===== src/rtl/ldm_stm_sequencer_if.sv =====
// Bus bundle for ldm_stm_sequencer: transfer request, register-file ports,
// memory port and status. The sequencer is the master side.
interface ldm_stm_sequencer_if;
  logic        start;
  logic        is_load;
  logic        up;
  logic [15:0] reglist;
  logic [3:0]  rn;
  logic [31:0] base_addr;
  logic [3:0]  rf_raddr;
  logic [31:0] rf_rdata;
  logic        rf_we;
  logic [3:0]  rf_waddr;
  logic [31:0] rf_wdata;
  logic        mem_req;
  logic        mem_we;
  logic [31:0] mem_addr;
  logic [31:0] mem_wdata;
  logic        mem_ack;
  logic [31:0] mem_rdata;
  logic        busy;
  logic        done;
  logic        pc_written;

  modport master (
    input  start, is_load, up, reglist, rn, base_addr, rf_rdata, mem_ack, mem_rdata,
    output rf_raddr, rf_we, rf_waddr, rf_wdata, mem_req, mem_we, mem_addr, mem_wdata,
           busy, done, pc_written
  );

  modport slave (
    output start, is_load, up, reglist, rn, base_addr, rf_rdata, mem_ack, mem_rdata,
    input  rf_raddr, rf_we, rf_waddr, rf_wdata, mem_req, mem_we, mem_addr, mem_wdata,
           busy, done, pc_written
  );
endinterface


===== src/rtl/ldm_stm_sequencer.sv =====
// Sequences LDM/STM multi-register transfers over a single memory port.
// Base-register writeback is built only when LDM_STM_BASE_WB_EN is defined.
module ldm_stm_sequencer #(
  parameter int WORD_BYTES = 4
) (
  input logic                 clk,
  input logic                 reset,
  ldm_stm_sequencer_if.master bus
);

`ifdef LDM_STM_BASE_WB_EN
  typedef enum logic [1:0] {IDLE = 2'd0, XFER = 2'd1, WB = 2'd2, DONE = 2'd3} state_t;
`else
  typedef enum logic [1:0] {IDLE = 2'd0, XFER = 2'd1, DONE = 2'd3} state_t;
`endif

  localparam logic [31:0] STRIDE = 32'(WORD_BYTES);

  function automatic logic [4:0] popcount16(input logic [15:0] m);
    logic [4:0] cnt;
    cnt = 5'd0;
    for (int i = 0; i < 16; i++) cnt = cnt + {4'd0, m[i]};
    return cnt;
  endfunction

  function automatic logic [3:0] lowest_set(input logic [15:0] m);
    logic [3:0] idx;
    idx = 4'd0;
    for (int i = 15; i >= 0; i--) if (m[i]) idx = 4'(i);
    return idx;
  endfunction

  state_t      state_r, state_n;
  logic [15:0] mask_r;
  logic [4:0]  count_r;
  logic [31:0] addr_r;
  logic        is_load_r;
`ifdef LDM_STM_BASE_WB_EN
  logic [3:0]  rn_r;
  logic [31:0] wb_addr_r;
  logic        wb_skip_r;
`endif

  logic [4:0]  start_count_s;
  logic [31:0] span_s;
  logic [3:0]  cur_reg_s;
  logic        last_ack_s;

  assign start_count_s = popcount16(bus.reglist);
  assign span_s        = STRIDE * {27'd0, start_count_s};
  assign cur_reg_s     = lowest_set(mask_r);
  assign last_ack_s    = bus.mem_ack && (count_r == 5'd1);

  // Next state and all bus outputs; everything is held low while reset is high.
  always_comb begin
    state_n        = state_r;
    bus.rf_raddr   = 4'd0;
    bus.rf_we      = 1'b0;
    bus.rf_waddr   = 4'd0;
    bus.rf_wdata   = 32'd0;
    bus.mem_req    = 1'b0;
    bus.mem_we     = 1'b0;
    bus.mem_addr   = 32'd0;
    bus.mem_wdata  = 32'd0;
    bus.busy       = 1'b0;
    bus.done       = 1'b0;
    bus.pc_written = 1'b0;
    if (reset) begin
      state_n = IDLE;
    end else begin
      bus.busy = (state_r != IDLE);
      case (state_r)
        IDLE: begin
          if (bus.start) state_n = (start_count_s == 5'd0) ? DONE : XFER;
          else           state_n = IDLE;
        end
        XFER: begin
          bus.mem_req  = 1'b1;
          bus.mem_we   = !is_load_r;
          bus.mem_addr = addr_r;
          if (!is_load_r) begin
            bus.rf_raddr  = cur_reg_s;
            bus.mem_wdata = bus.rf_rdata;
          end else if (bus.mem_ack) begin
            bus.rf_we      = 1'b1;
            bus.rf_waddr   = cur_reg_s;
            bus.rf_wdata   = bus.mem_rdata;
            bus.pc_written = (cur_reg_s == 4'd15);
          end else begin
            bus.rf_we = 1'b0;
          end
          if (last_ack_s) begin
`ifdef LDM_STM_BASE_WB_EN
            state_n = wb_skip_r ? DONE : WB;
`else
            state_n = DONE;
`endif
          end else begin
            state_n = XFER;
          end
        end
`ifdef LDM_STM_BASE_WB_EN
        WB: begin
          bus.rf_we    = 1'b1;
          bus.rf_waddr = rn_r;
          bus.rf_wdata = wb_addr_r;
          state_n      = DONE;
        end
`endif
        DONE: begin
          bus.done = 1'b1;
          state_n  = IDLE;
        end
        default: state_n = IDLE;
      endcase
    end
  end

  // State register plus transfer context: latched on accept, stepped per ack.
  always_ff @(posedge clk) begin
    if (reset) begin
      state_r   <= IDLE;
      mask_r    <= 16'd0;
      count_r   <= 5'd0;
      addr_r    <= 32'd0;
      is_load_r <= 1'b0;
`ifdef LDM_STM_BASE_WB_EN
      rn_r      <= 4'd0;
      wb_addr_r <= 32'd0;
      wb_skip_r <= 1'b0;
`endif
    end else begin
      state_r <= state_n;
      if (state_r == IDLE && bus.start) begin
        mask_r    <= bus.reglist;
        count_r   <= start_count_s;
        is_load_r <= bus.is_load;
        addr_r    <= bus.up ? bus.base_addr : bus.base_addr - span_s;
`ifdef LDM_STM_BASE_WB_EN
        rn_r      <= bus.rn;
        wb_addr_r <= bus.up ? bus.base_addr + span_s : bus.base_addr - span_s;
        wb_skip_r <= bus.is_load && bus.reglist[bus.rn];
`endif
      end else if (state_r == XFER && bus.mem_ack) begin
        mask_r  <= mask_r & ~(16'd1 << cur_reg_s);
        count_r <= count_r - 5'd1;
        addr_r  <= addr_r + STRIDE;
      end
    end
  end

endmodule


===== src/flat_wrapper.sv =====
// flat-port wrapper written by rule: the top's interface ports become plain ports
module ldm_stm_sequencer_flat 
#(
  parameter int WORD_BYTES = 4
)
  (clk, reset, bus_start, bus_is_load, bus_up, bus_reglist, bus_rn, bus_base_addr, bus_rf_rdata, bus_mem_ack, bus_mem_rdata, bus_rf_raddr, bus_rf_we, bus_rf_waddr, bus_rf_wdata, bus_mem_req, bus_mem_we, bus_mem_addr, bus_mem_wdata, bus_busy, bus_done, bus_pc_written);
  ldm_stm_sequencer_if bus_i ();
  input logic clk;
  input logic reset;
  input wire logic [$bits(bus_i.start)-1:0] bus_start;
  input wire logic [$bits(bus_i.is_load)-1:0] bus_is_load;
  input wire logic [$bits(bus_i.up)-1:0] bus_up;
  input wire logic [$bits(bus_i.reglist)-1:0] bus_reglist;
  input wire logic [$bits(bus_i.rn)-1:0] bus_rn;
  input wire logic [$bits(bus_i.base_addr)-1:0] bus_base_addr;
  input wire logic [$bits(bus_i.rf_rdata)-1:0] bus_rf_rdata;
  input wire logic [$bits(bus_i.mem_ack)-1:0] bus_mem_ack;
  input wire logic [$bits(bus_i.mem_rdata)-1:0] bus_mem_rdata;
  output wire logic [$bits(bus_i.rf_raddr)-1:0] bus_rf_raddr;
  output wire logic [$bits(bus_i.rf_we)-1:0] bus_rf_we;
  output wire logic [$bits(bus_i.rf_waddr)-1:0] bus_rf_waddr;
  output wire logic [$bits(bus_i.rf_wdata)-1:0] bus_rf_wdata;
  output wire logic [$bits(bus_i.mem_req)-1:0] bus_mem_req;
  output wire logic [$bits(bus_i.mem_we)-1:0] bus_mem_we;
  output wire logic [$bits(bus_i.mem_addr)-1:0] bus_mem_addr;
  output wire logic [$bits(bus_i.mem_wdata)-1:0] bus_mem_wdata;
  output wire logic [$bits(bus_i.busy)-1:0] bus_busy;
  output wire logic [$bits(bus_i.done)-1:0] bus_done;
  output wire logic [$bits(bus_i.pc_written)-1:0] bus_pc_written;
  assign bus_i.start = bus_start;
  assign bus_i.is_load = bus_is_load;
  assign bus_i.up = bus_up;
  assign bus_i.reglist = bus_reglist;
  assign bus_i.rn = bus_rn;
  assign bus_i.base_addr = bus_base_addr;
  assign bus_i.rf_rdata = bus_rf_rdata;
  assign bus_i.mem_ack = bus_mem_ack;
  assign bus_i.mem_rdata = bus_mem_rdata;
  assign bus_rf_raddr = bus_i.rf_raddr;
  assign bus_rf_we = bus_i.rf_we;
  assign bus_rf_waddr = bus_i.rf_waddr;
  assign bus_rf_wdata = bus_i.rf_wdata;
  assign bus_mem_req = bus_i.mem_req;
  assign bus_mem_we = bus_i.mem_we;
  assign bus_mem_addr = bus_i.mem_addr;
  assign bus_mem_wdata = bus_i.mem_wdata;
  assign bus_busy = bus_i.busy;
  assign bus_done = bus_i.done;
  assign bus_pc_written = bus_i.pc_written;
  ldm_stm_sequencer #(.WORD_BYTES(WORD_BYTES)) u_core (.clk(clk), .reset(reset), .bus(bus_i));
endmodule

===== config.mk =====
export PLATFORM = sky130hd
export DESIGN_NAME = ldm_stm_sequencer_flat
export DESIGN_NICKNAME = d
export VERILOG_FILES = /design/src/rtl/ldm_stm_sequencer_if.sv /design/src/rtl/ldm_stm_sequencer.sv /design/src/flat_wrapper.sv
export SDC_FILE = /design/constraint.sdc
export NUM_CORES = 1
export LEC_CHECK = 0
export ABC_AREA = 1
export CAP_MARGIN = 20
export CORE_AREA = 2 2 129 131
export DETAILED_ROUTE_END_ITERATION = 8
export DIE_AREA = 0 0 131 133
export PLACE_DENSITY = 0.67
export SLEW_MARGIN = 0
export SYNTH_ARGS = -nofsm -noshare
export SYNTH_HDL_FRONTEND = slang
export SYNTH_SLANG_ARGS = --single-unit

===== constraint.sdc =====
create_clock -name clk -period 8.2 [get_ports clk]
set_input_delay 1.64 -clock clk [delete_from_list [all_inputs] [get_ports clk]]
set_output_delay 1.64 -clock clk [all_outputs]
set_load 0.01 [all_outputs]

[Word level (Yosys, flattened, before mapping)]
Index checks and enable logic that the tools add are counted.
Operators by class
  reduce and logical (&&, ||, !) cells: 8
  bitwise logic cells: 2
  shifts and indexed selects: 1
  $add $sub $neg: 18
  muxes and demuxes: 58
  eq/ne operators: 4
Operators by type and width (count)
  2-to-1 mux 32 bit: 12
  2-to-1 mux 4 bit: 23
  adder 5 x 1 -> 5 bit: 14
  adder 32 x 3 -> 32 bit (second input constant): 1
  2-to-1 mux 16 bit: 2
  subtractor 32 x 7 -> 32 bit: 1
  AND 16 bit: 1
  NOT 16 bit: 1
  left shift 1 x 4 -> 16 bit (first input constant): 1
  2-to-1 mux 1 bit: 15
  2-to-1 mux 5 bit: 2
  2-to-1 mux 2 bit: 3
  equality test 5 x 1 -> 1 bit (second input constant): 1
  zero test 5 bit: 1
  subtractor 5 x 1 -> 5 bit (second input constant): 1
  equality test 4 bit (second input constant): 1
  one-hot mux 2 bit (2 select lines): 1
  nonzero test 2 bit: 2
  logical AND 1 bit: 3
  adder 1 x 1 -> 2 bit: 1
  equality test 2 x 1 -> 1 bit (second input constant): 1
  equality test 2 bit (second input constant): 1
  zero test 2 bit: 1
  zero test 1 bit: 1
Word-level totals
  register bits after elaboration: 56
  output and inout bits: 110
  input bits: 122
  word-level logic and storage cells: 96

[Longest topological paths before layout]
Gate-level depths: netlist of the first run.
  depth after elaboration: 21
  depth in mapped cells: 27
  gate-level depth less buffers: 27

[Worst setup path before layout of the first run]
No wires, ideal clock.
  kind: input to register
  start point: input bus_reglist[0]
  end point: register u_core.addr_r[13]
  buffers on the path: 0
  data required time: 8.078 ns
  data arrival time: 6.261 ns
  setup slack: 1.817 ns
  library setup time: 0.122 ns
  cell stages on the path: 24
  cell sequence: ha_1 inv_1 fa_1 inv_1 fa_1 fa_1 inv_1 fa_1 fa_1 fa_1 xnor2_1 inv_1 ha_1 a21oi_1 and2_1 nor3_2 nor2_4 nand2_2 inv_2 nand2_2 nand2_1 inv_1 o21ai_0 a21oi_1
Between the ends
  longest elaborated chain between the ends: 18
RTL lines
  start: declaration: RTL line flat_wrapper.sv:13  | input wire logic [$bits(bus_i.reglist)-1:0] bus_reglist;
  adder 1 x 1 -> 2 bit: RTL line ldm_stm_sequencer.sv:22  | for (int i = 0; i < 16; i++) cnt = cnt + {4'd0, m[i]};
  adder 5 x 1 -> 5 bit (14 in series): RTL line ldm_stm_sequencer.sv:22
  subtractor 32 x 7 -> 32 bit: RTL line ldm_stm_sequencer.sv:138  | addr_r <= bus.up ? bus.base_addr : bus.base_addr - span_s;
  2-to-1 mux 32 bit: RTL line ldm_stm_sequencer.sv:138
  2-to-1 mux 32 bit: RTL line ldm_stm_sequencer.sv:134  | if (state_r == IDLE && bus.start) begin
  end signal: assignment: RTL line ldm_stm_sequencer.sv:138
  end signal: assignment: RTL line ldm_stm_sequencer.sv:147  | addr_r <= addr_r + STRIDE;
  end: declaration: RTL line ldm_stm_sequencer.sv:36  | logic [31:0] addr_r;
Every way passes these cells.
A chain may end at the register's enable or synchronous reset.

[Worst setup path in the final report of the first run]
  start point: input bus_reglist[1]
  end point: register u_core.addr_r[13]
Same word-level chain as after synthesis.

==> metrics.md, run 1 <==
| Metric | Value |
|---|---|
| Status | `finished clean` |
| Most numerous cell in the Yosys netlist | `sky130_fd_sc_hd__inv_1` |
| Clock-pin slew reported for the worst setup and hold paths after clock tree synthesis | `80 ps` |
| Final max-slew violation count | `0` |
| Fraction of registers with async set or reset after synthesis | `0%` |
| Initial drt markers | `between 500 and 600` |
| Hold-fix buffers, CTS | `0` |
| Kind of cell adding the most delay to the critical path | `adder cells` |
| Power share of the combinational group | `55.5%` |
| Height of the die | `about 130 um` |
| Worst EP required | `~8400 ps` |
| Largest area contributor in the synthesized netlist | `sky130_fd_sc_hd__dfxtp_1` |
| Max stage delay cell, worst path | `sky130_fd_sc_hd__fa_1` |
| Crit-path most repeated cell | `sky130_fd_sc_hd__fa_1` |
| Worst Setup Slack post-DPL | `~820 ps` |
| Final standard cell utilization of the core | `approximately half` |
| Latest clock arrival within the worst-skew pair | `approximately 300 ps` |
| Path type of the worst min-delay path | `reg2reg` |
| Number of enable flip-flop cells after synthesis | `0` |
| Clock skew | `~5.8 ps` |
| DP HPWL | `15500 um` |
| Total non-filler cell area in the finished layout | `roughly 8100 sq um` |
| Diodes inserted | `0` |
| Total global routing overflow | `0` |
| Post-synth top area share | `roughly a fifth` |
| Number of max-cap violations | `0` |
| Tightest slew margin relative to the limit | `42.8%` |
| Actual transition at the worst max-transition pin | `about 860 ps` |
| H-Tree Level Count | `2` |
| Synthesized Nets | `around 1100` |
| Count of buffers inserted at the top-level ports | `~230` |
| WS Path Type | `in2reg` |
| I/O pins | `~230` |
| Fraction of the cycle the final worst path needs | `between 80% and 90%` |
| Post-Syn Area | `between 5000 and 6000 sq um` |
| Data arrival time at the worst-slack endpoint | `7280 ps` |
| Horiz. Die Dim | `about 130 um` |
| Post-layout nets | `1304` |
| Post-synthesis sequential area ratio | `20.4%` |
| Sequential power share | `approximately 28%` |
| Biggest area contributors in the synthesized netlist | `sky130_fd_sc_hd__dfxtp_1 (20%), sky130_fd_sc_hd__inv_1 (14%), sky130_fd_sc_hd__nor2_1 (13%), sky130_fd_sc_hd__nand2_1 (9.6%), sky130_fd_sc_hd__o21ai_0 (5.4%)` |
| Final hold viol count | `0` |
| Maximum number of pins on one net before global-route repair | `50` |
| DRC violations left | `0` |
| Mean routed wirelength per cell | `14.4 um` |
| Power share of the clock group | `between 15 and 20%` |
| Post-cts repair resize count | `0` |
| Summed negative setup slack over all endpoints | `0 ps` |
| Combined global-route utilization of all metal layers | `22.4%` |
| Core Area | `16200 sq um` |
| Worst reg2reg setup slack | `5780 ps` |
| Number of library cell types mapped by synthesis | `45` |
| Critical-path maximum fanout | `7` |
| Design internal power | `roughly 730 uW` |
| Setup bufs post-CTS | `0` |
| Total vias in the final route | `roughly 6600` |
| Root Buffer | `sky130_fd_sc_hd__clkbuf_16` |
| Post-layout min period | `7110 ps` |
| CTS tree | `done` |
| Total setup violations reported at the end of the flow | `0` |
| Die Footprint | `roughly 17000 sq um` |
| Post-route ant nets | `0` |
| Top flip-flop cell by instance count after synthesis | `sky130_fd_sc_hd__dfxtp_1` |
| Syn_area_per_cell | `5.76 sq um` |
| Leading cell types by count after synthesis | `sky130_fd_sc_hd__inv_1 (199), sky130_fd_sc_hd__nor2_1 (195), sky130_fd_sc_hd__nand2_1 (141)` |
| Routed Wire Length | `about 20000 um` |
| Final critical-path setup slack | `roughly 1100 ps` |
| Antenna violations before repair | `0` |
| Share of post-route cells with drive strength above 1 | `a little over 4%` |
| Highest clock rate | `0.141 GHz` |
| Net switching power | `around 600 uW` |
| Length of the first detailed-routing pass in iterations | `5` |
| Number of core rows | `47` |
| Via density per instance | `between 4 and 5` |
| Sw Ratio | `around 45%` |
| Crit start category | `primary input` |
| CP max stage delay | `510 ps` |
| Count of synthesis-stage warnings from yosys | `0` |
| Total placed instance area | `around 8000 sq um` |
| TritonCTS buffer count | `5` |
| Unrepaired setup endpoints after global routing | `no` |
| Nature of the critical path endpoint | `flip-flop` |
| Initial core utilization | `34.0%` |
| Area added between synthesis and finish | `47.5%` |
| Synthesized netlist cell count | `about 950` |
| Weighted congestion at the end of routability-driven global placement | `0.890` |
| Leakage dissipation | `approximately 0.0036 uW` |
| Largest buffer count on any clock path | `2` |
| Buffer and inverter count on the worst path | `7` |
| Post-synthesis register bit count | `56` |
| Number of clock sinks seen by CTS | `56` |
| First-pass GRT wire length | `between 30000 and 40000 um` |
| Total power divided by cell area | `~160 nW/um^2` |
| Vias in the first global route | `approximately 6000` |
| Worst vdd ir | `~0.00012 V` |
==> area by class of cell <==
type                       instances  area [sq um]
inverter                         206           773
clock inverter                     3          22.5
tap                              220           275
fill                            1705          8070
timing repair buffer             233          2320
multi-input combinational        657          3470
sequential                        56          1120
clock buffer                       5           125
==> final timing paths <==
check | start | to | cells after the start
max | bus_reglist[1] | u_core.addr_r[13]$_SDFFE_PP0P_ | 25
min reg2reg | u_core.mask_r[0]$_SDFFE_PP0P_ | u_core.mask_r[0]$_SDFFE_PP0P_ | 2
max reg2reg | u_core.state_r[1]$_SDFF_PP0_ | u_core.state_r[1]$_SDFF_PP0_ | 8
min | u_core.mask_r[0]$_SDFFE_PP0P_ | u_core.mask_r[0]$_SDFFE_PP0P_ | 2
==> kinds of logic after synthesis <==
| group | after synthesis | synth area share (%) |
|---|---|---|
| flip-flops | 56 | 20.4 |
| buffers and inverters | 240 | 16.4 |
| adder cells (fa/ha/maj) | 23 | 6.74 |
| AND/OR/NAND/NOR | 454 | 36.2 |
| XOR/XNOR | 26 | 4.15 |
| AO/OA/AOI/OAI | 154 | 16.0 |
==> worst min-delay path, delay by kind of cell, from the launching register on <==
kind,cells,cell delay [ps]
flip-flops,1,320
AND/OR/NAND/NOR,1,60
AO/OA/AOI/OAI,1,50
==> layout by cell type (no fill, tap or decap), types with 4 or more instances in the layout <==
cell type and count:
sky130_fd_sc_hd__inv_1 199, sky130_fd_sc_hd__nor2_2 5, sky130_fd_sc_hd__a21oi_1 51, sky130_fd_sc_hd__o221ai_1 4
sky130_fd_sc_hd__ha_1 12, sky130_fd_sc_hd__clkdlybuf4s50_1 227, sky130_fd_sc_hd__buf_4 6, sky130_fd_sc_hd__nand2_2 6
sky130_fd_sc_hd__inv_2 6, sky130_fd_sc_hd__nand4_1 21, sky130_fd_sc_hd__nor3_1 16, sky130_fd_sc_hd__dfxtp_1 56
sky130_fd_sc_hd__clkbuf_16 5, sky130_fd_sc_hd__xor2_1 23, sky130_fd_sc_hd__o21bai_1 10, sky130_fd_sc_hd__nand3_1 47
sky130_fd_sc_hd__a31oi_1 10, sky130_fd_sc_hd__fa_1 11, sky130_fd_sc_hd__nor4_1 6, sky130_fd_sc_hd__nor2_1 195
sky130_fd_sc_hd__o21ai_0 59, sky130_fd_sc_hd__nand2_1 141
==> per-stage QoR <==
| step | power [uW] | std cells | hold WS [ps] |
|---|---|---|---|
| 2_1_floorplan | 851 | 953 | 440 |
| 3_3_place_gp | 1080 | 1372 | 452 |
| 3_5_place_dp | 1090 | 1372 | 462 |
| 4_1_cts | 1310 | 1380 | 474 |
| 5_1_grt | 1420 | 1380 | 502 |
| 6_report | 1320 | 1380 | 476 |
==> power by group through the flow <==
| stage | sequential [uW] | combinational [uW] | clock, uW |
|---|---|---|---|
| 5_1_grt | 370 | 817 | 236 |
| 4_1_cts | 362 | 726 | 226 |
| 2_1_floorplan | 358 | 493 | 0 |
| 3_5_place_dp | 369 | 723 | 0 |
| 6_report | 363 | 731 | 222 |
| 3_3_place_gp | 367 | 713 | 0 |
==> registers in the layout, indices dropped and copies added, names as in the netlist <==
name,count
u_core.is_load_r,1
u_core.mask_r,16
u_core.state_r,2
u_core.addr_r,32
u_core.count_r,5
==> layer usage <==
layer	track usage (%)	vias up	wire, um
li1	-	3391	-
met1	33.6	2918	9500
met2	34.4	223	8760
met3	2.71	19	1380
met4	4.31	0	258
met5	0	-	0
Note: power is estimated with default switching activity, not from simulation.
==> run 2, diff against run 1 <==
Settings changed: REMOVE_ABC_BUFFERS set to 1.
==> run 2 against run 1 <==
Effect of this change:
- sequential power about the same
- flip-flop and latch count unchanged
- combinational power about the same
- total power grew 0.84%
- global-route usage is 1.6 points higher
- register-to-register slack lost 480 ps
- routed wire length is 9.1% higher
- highest routed layer unchanged
==> metrics.md, run 2 (same netlist as run 1, synthesis figures left out) <==
| Metric | Value |
|---|---|
| CP max stage delay | `around 520 ps` |
| Combined global-route utilization of all metal layers | `between 20 and 25%` |
| Register containing the most flip-flops in the final layout | `u_core.addr_r` |
| Startpoint of the worst setup timing path | `bus_reglist[0]` |
| Weighted congestion at the end of routability-driven global placement | `around 0.9` |
| Highest-count cells in the layout ignoring fill and taps | `sky130_fd_sc_hd__clkdlybuf4s50_1 (227), sky130_fd_sc_hd__inv_1 (199), sky130_fd_sc_hd__nor2_1 (195)` |
| TritonCTS buffer count | `5` |
| Horiz. Die Dim | `131 um` |
| I/O pins | `232` |
| Hold-fix buffers, CTS | `0` |
| Clock-pin slew reported for the worst setup and hold paths after clock tree synthesis | `~80 ps` |
| Met2 Usage GRT | `between 40% and 50%` |
| Path type of the worst min-delay path | `reg2reg` |
| Core Area | `between 15000 and 20000 sq um` |
| H-Tree Level Count | `2` |
| GR met3 Demand/Resource | `between 4 and 5%` |
| Die Footprint | `between 15000 and 20000 sq um` |
| Setup bufs post-CTS | `0` |
| Status | `finished clean` |
| CTS tree | `done` |
| Unrepaired setup endpoints after global routing | `no` |
| Largest registers | `u_core.addr_r: 32 flops, u_core.mask_r: 16 flops, u_core.count_r: 5 flops` |
| Root Buffer | `sky130_fd_sc_hd__clkbuf_16` |
| Power share of the clock group | `17.4%` |
| Critical-path maximum fanout | `7` |
| Crit-path most repeated cell | `sky130_fd_sc_hd__fa_1` |
| Data arrival time at the worst-slack endpoint | `7200 ps` |
| WS Path Type | `in2reg` |
| Number of max-cap violations | `0` |
| Top Usage Layer GRT | `met2` |
| Mean routed wirelength per cell | `between 15 and 20 um` |
| Latest clock arrival within the worst-skew pair | `between 300 and 400 ps` |
| Worst EP required | `8390 ps` |
| Number of core rows | `47` |
| Height of the die | `around 130 um` |
| Most common library cell in the layout ignoring fill and taps | `sky130_fd_sc_hd__clkdlybuf4s50_1` |
| Post-layout nets | `about 1300` |
| Final max-slew violation count | `0` |
| Post-cts repair resize count | `0` |
| Design internal power | `~730 uW` |
| Clock skew | `slightly above 8 ps` |
| Power share of the combinational group | `55.2%` |
| Nature of the critical path endpoint | `flip-flop` |
| Highest clock rate | `0.143 GHz` |
| Sw Ratio | `approximately 45%` |
| Antenna violations before repair | `2` |
| GR met1 Demand/Resource | `~29%` |
| Fraction of the cycle the final worst path needs | `85.5%` |
| Number of clock sinks seen by CTS | `between 50 and 60` |
| Total power divided by cell area | `about 160 nW/um^2` |
| Initial drt markers | `345` |
| Buffer and inverter count on the worst path | `7` |
| DP HPWL | `around 17000 um` |
| Final hold viol count | `0` |
| Max reg flops | `32` |
| Worst hold path startpoint | `u_core.mask_r[0]$_SDFFE_PP0P_` |
| Routed Wire Length | `21700 um` |
| Summed negative setup slack over all endpoints | `0 ps` |
| Launch instance of the worst register-to-register path | `u_core.state_r[0]$_SDFF_PP0_` |
| Area added between synthesis and finish | `47.7%` |
| Count of buffers inserted at the top-level ports | `~230` |
| Total setup violations reported at the end of the flow | `0` |
| WHS | `between 400 and 500 ps` |
| First-pass GRT wire length | `between 30000 and 40000 um` |
| Leakage dissipation | `between 0.003 and 0.004 uW` |
| Sequential power share | `27.5%` |
| Worst vdd ir | `0.000149 V` |
| Kind of cell adding the most delay to the critical path | `adder cells` |
| Length of the first detailed-routing pass in iterations | `7` |
| Share of post-route cells with drive strength above 1 | `4.22%` |
| Max stage delay cell, worst path | `sky130_fd_sc_hd__fa_1` |
| Initial core utilization | `between 30% and 40%` |
| Net switching power | `about 600 uW` |
| Actual transition at the worst max-transition pin | `roughly 930 ps` |
| Vias in the first global route | `6268` |
| Total global routing overflow | `0` |
| Crit start category | `primary input` |
| DRC violations left | `0` |
| Post-route ant nets | `0` |
| Largest buffer count on any clock path | `2` |
| Via density per instance | `slightly below 5` |
| Post-layout min period | `between 7000 and 8000 ps` |
| Tightest slew margin relative to the limit | `38.2%` |
| Total vias in the final route | `between 6000 and 7000` |
| Maximum number of pins on one net before global-route repair | `50` |
-- run 2: per-layer routing --
metal / wire length (um) / vias up / share of wire, %
li1: - / 3393 / -
met1: 8480 / 3069 / 39
met2: 10600 / 297 / 49
met3: 2060 / 31 / 9.5
met4: 588 / 0 / 2.7
met5: 0 / - / 0
-- run 2: area by class of cell --
cell class / count / area [sq um]
Antenna cell: 2 / 5.00
Fill cell: 1718 / 8060
Clock buffer: 5 / 125
Tap cell: 220 / 275
Timing Repair Buffer: 234 / 2320
Inverter: 206 / 773
Clock inverter: 3 / 22.5
Sequential cell: 56 / 1120
Multi-Input combinational cell: 657 / 3470
-- run 2: through the flow --
stage / cell area, sq um / total power, uW / setup WS (ps) / utilization, % / std cells
detailed placement: 7960 / 1100 / 889 / 49.2 / 1373
global route: 8120 / 1440 / 808 / 50.2 / 1383
finish: 8120 / 1330 / 1190 / 50.2 / 1383
floorplan: 5360 / 839 / 1810 / - / 919
CTS: 8110 / 1330 / 1200 / 50.2 / 1381
global placement: 7960 / 1080 / 966 / 49.2 / 1373
-- run 2: worst register-to-register path: stages, from the launching register on --
cell	delay, ps
sky130_fd_sc_hd__dfxtp_1	350
sky130_fd_sc_hd__inv_1	60
sky130_fd_sc_hd__nor2_2	360
sky130_fd_sc_hd__nand2_1	90
sky130_fd_sc_hd__buf_4	260
sky130_fd_sc_hd__nand2_1	100
sky130_fd_sc_hd__buf_4	370
sky130_fd_sc_hd__clkinv_1	690
sky130_fd_sc_hd__a31oi_1	380
sky130_fd_sc_hd__a221oi_1	110
-- run 2: power groups by stage --
stage | Sequential (uW) | Clock [uW] | Combinational (uW)
after floorplan | 358 | 0 | 481
after detailed placement | 369 | 0 | 730
after global placement | 368 | 0 | 717
after CTS | 363 | 234 | 734
final | 365 | 231 | 732
after global routing | 371 | 243 | 829
-- run 2: final timing paths --
check | to | slack [ps] | depth (start not counted)
setup / recovery | u_core.addr_r[13]$_SDFFE_PP0P_ | 1190 | 25
hold / removal | u_core.mask_r[0]$_SDFFE_PP0P_ | 470 | 2
setup reg to reg | u_core.addr_r[5]$_SDFFE_PP0P_ | 5300 | 9
hold reg to reg | u_core.mask_r[0]$_SDFFE_PP0P_ | 470 | 2
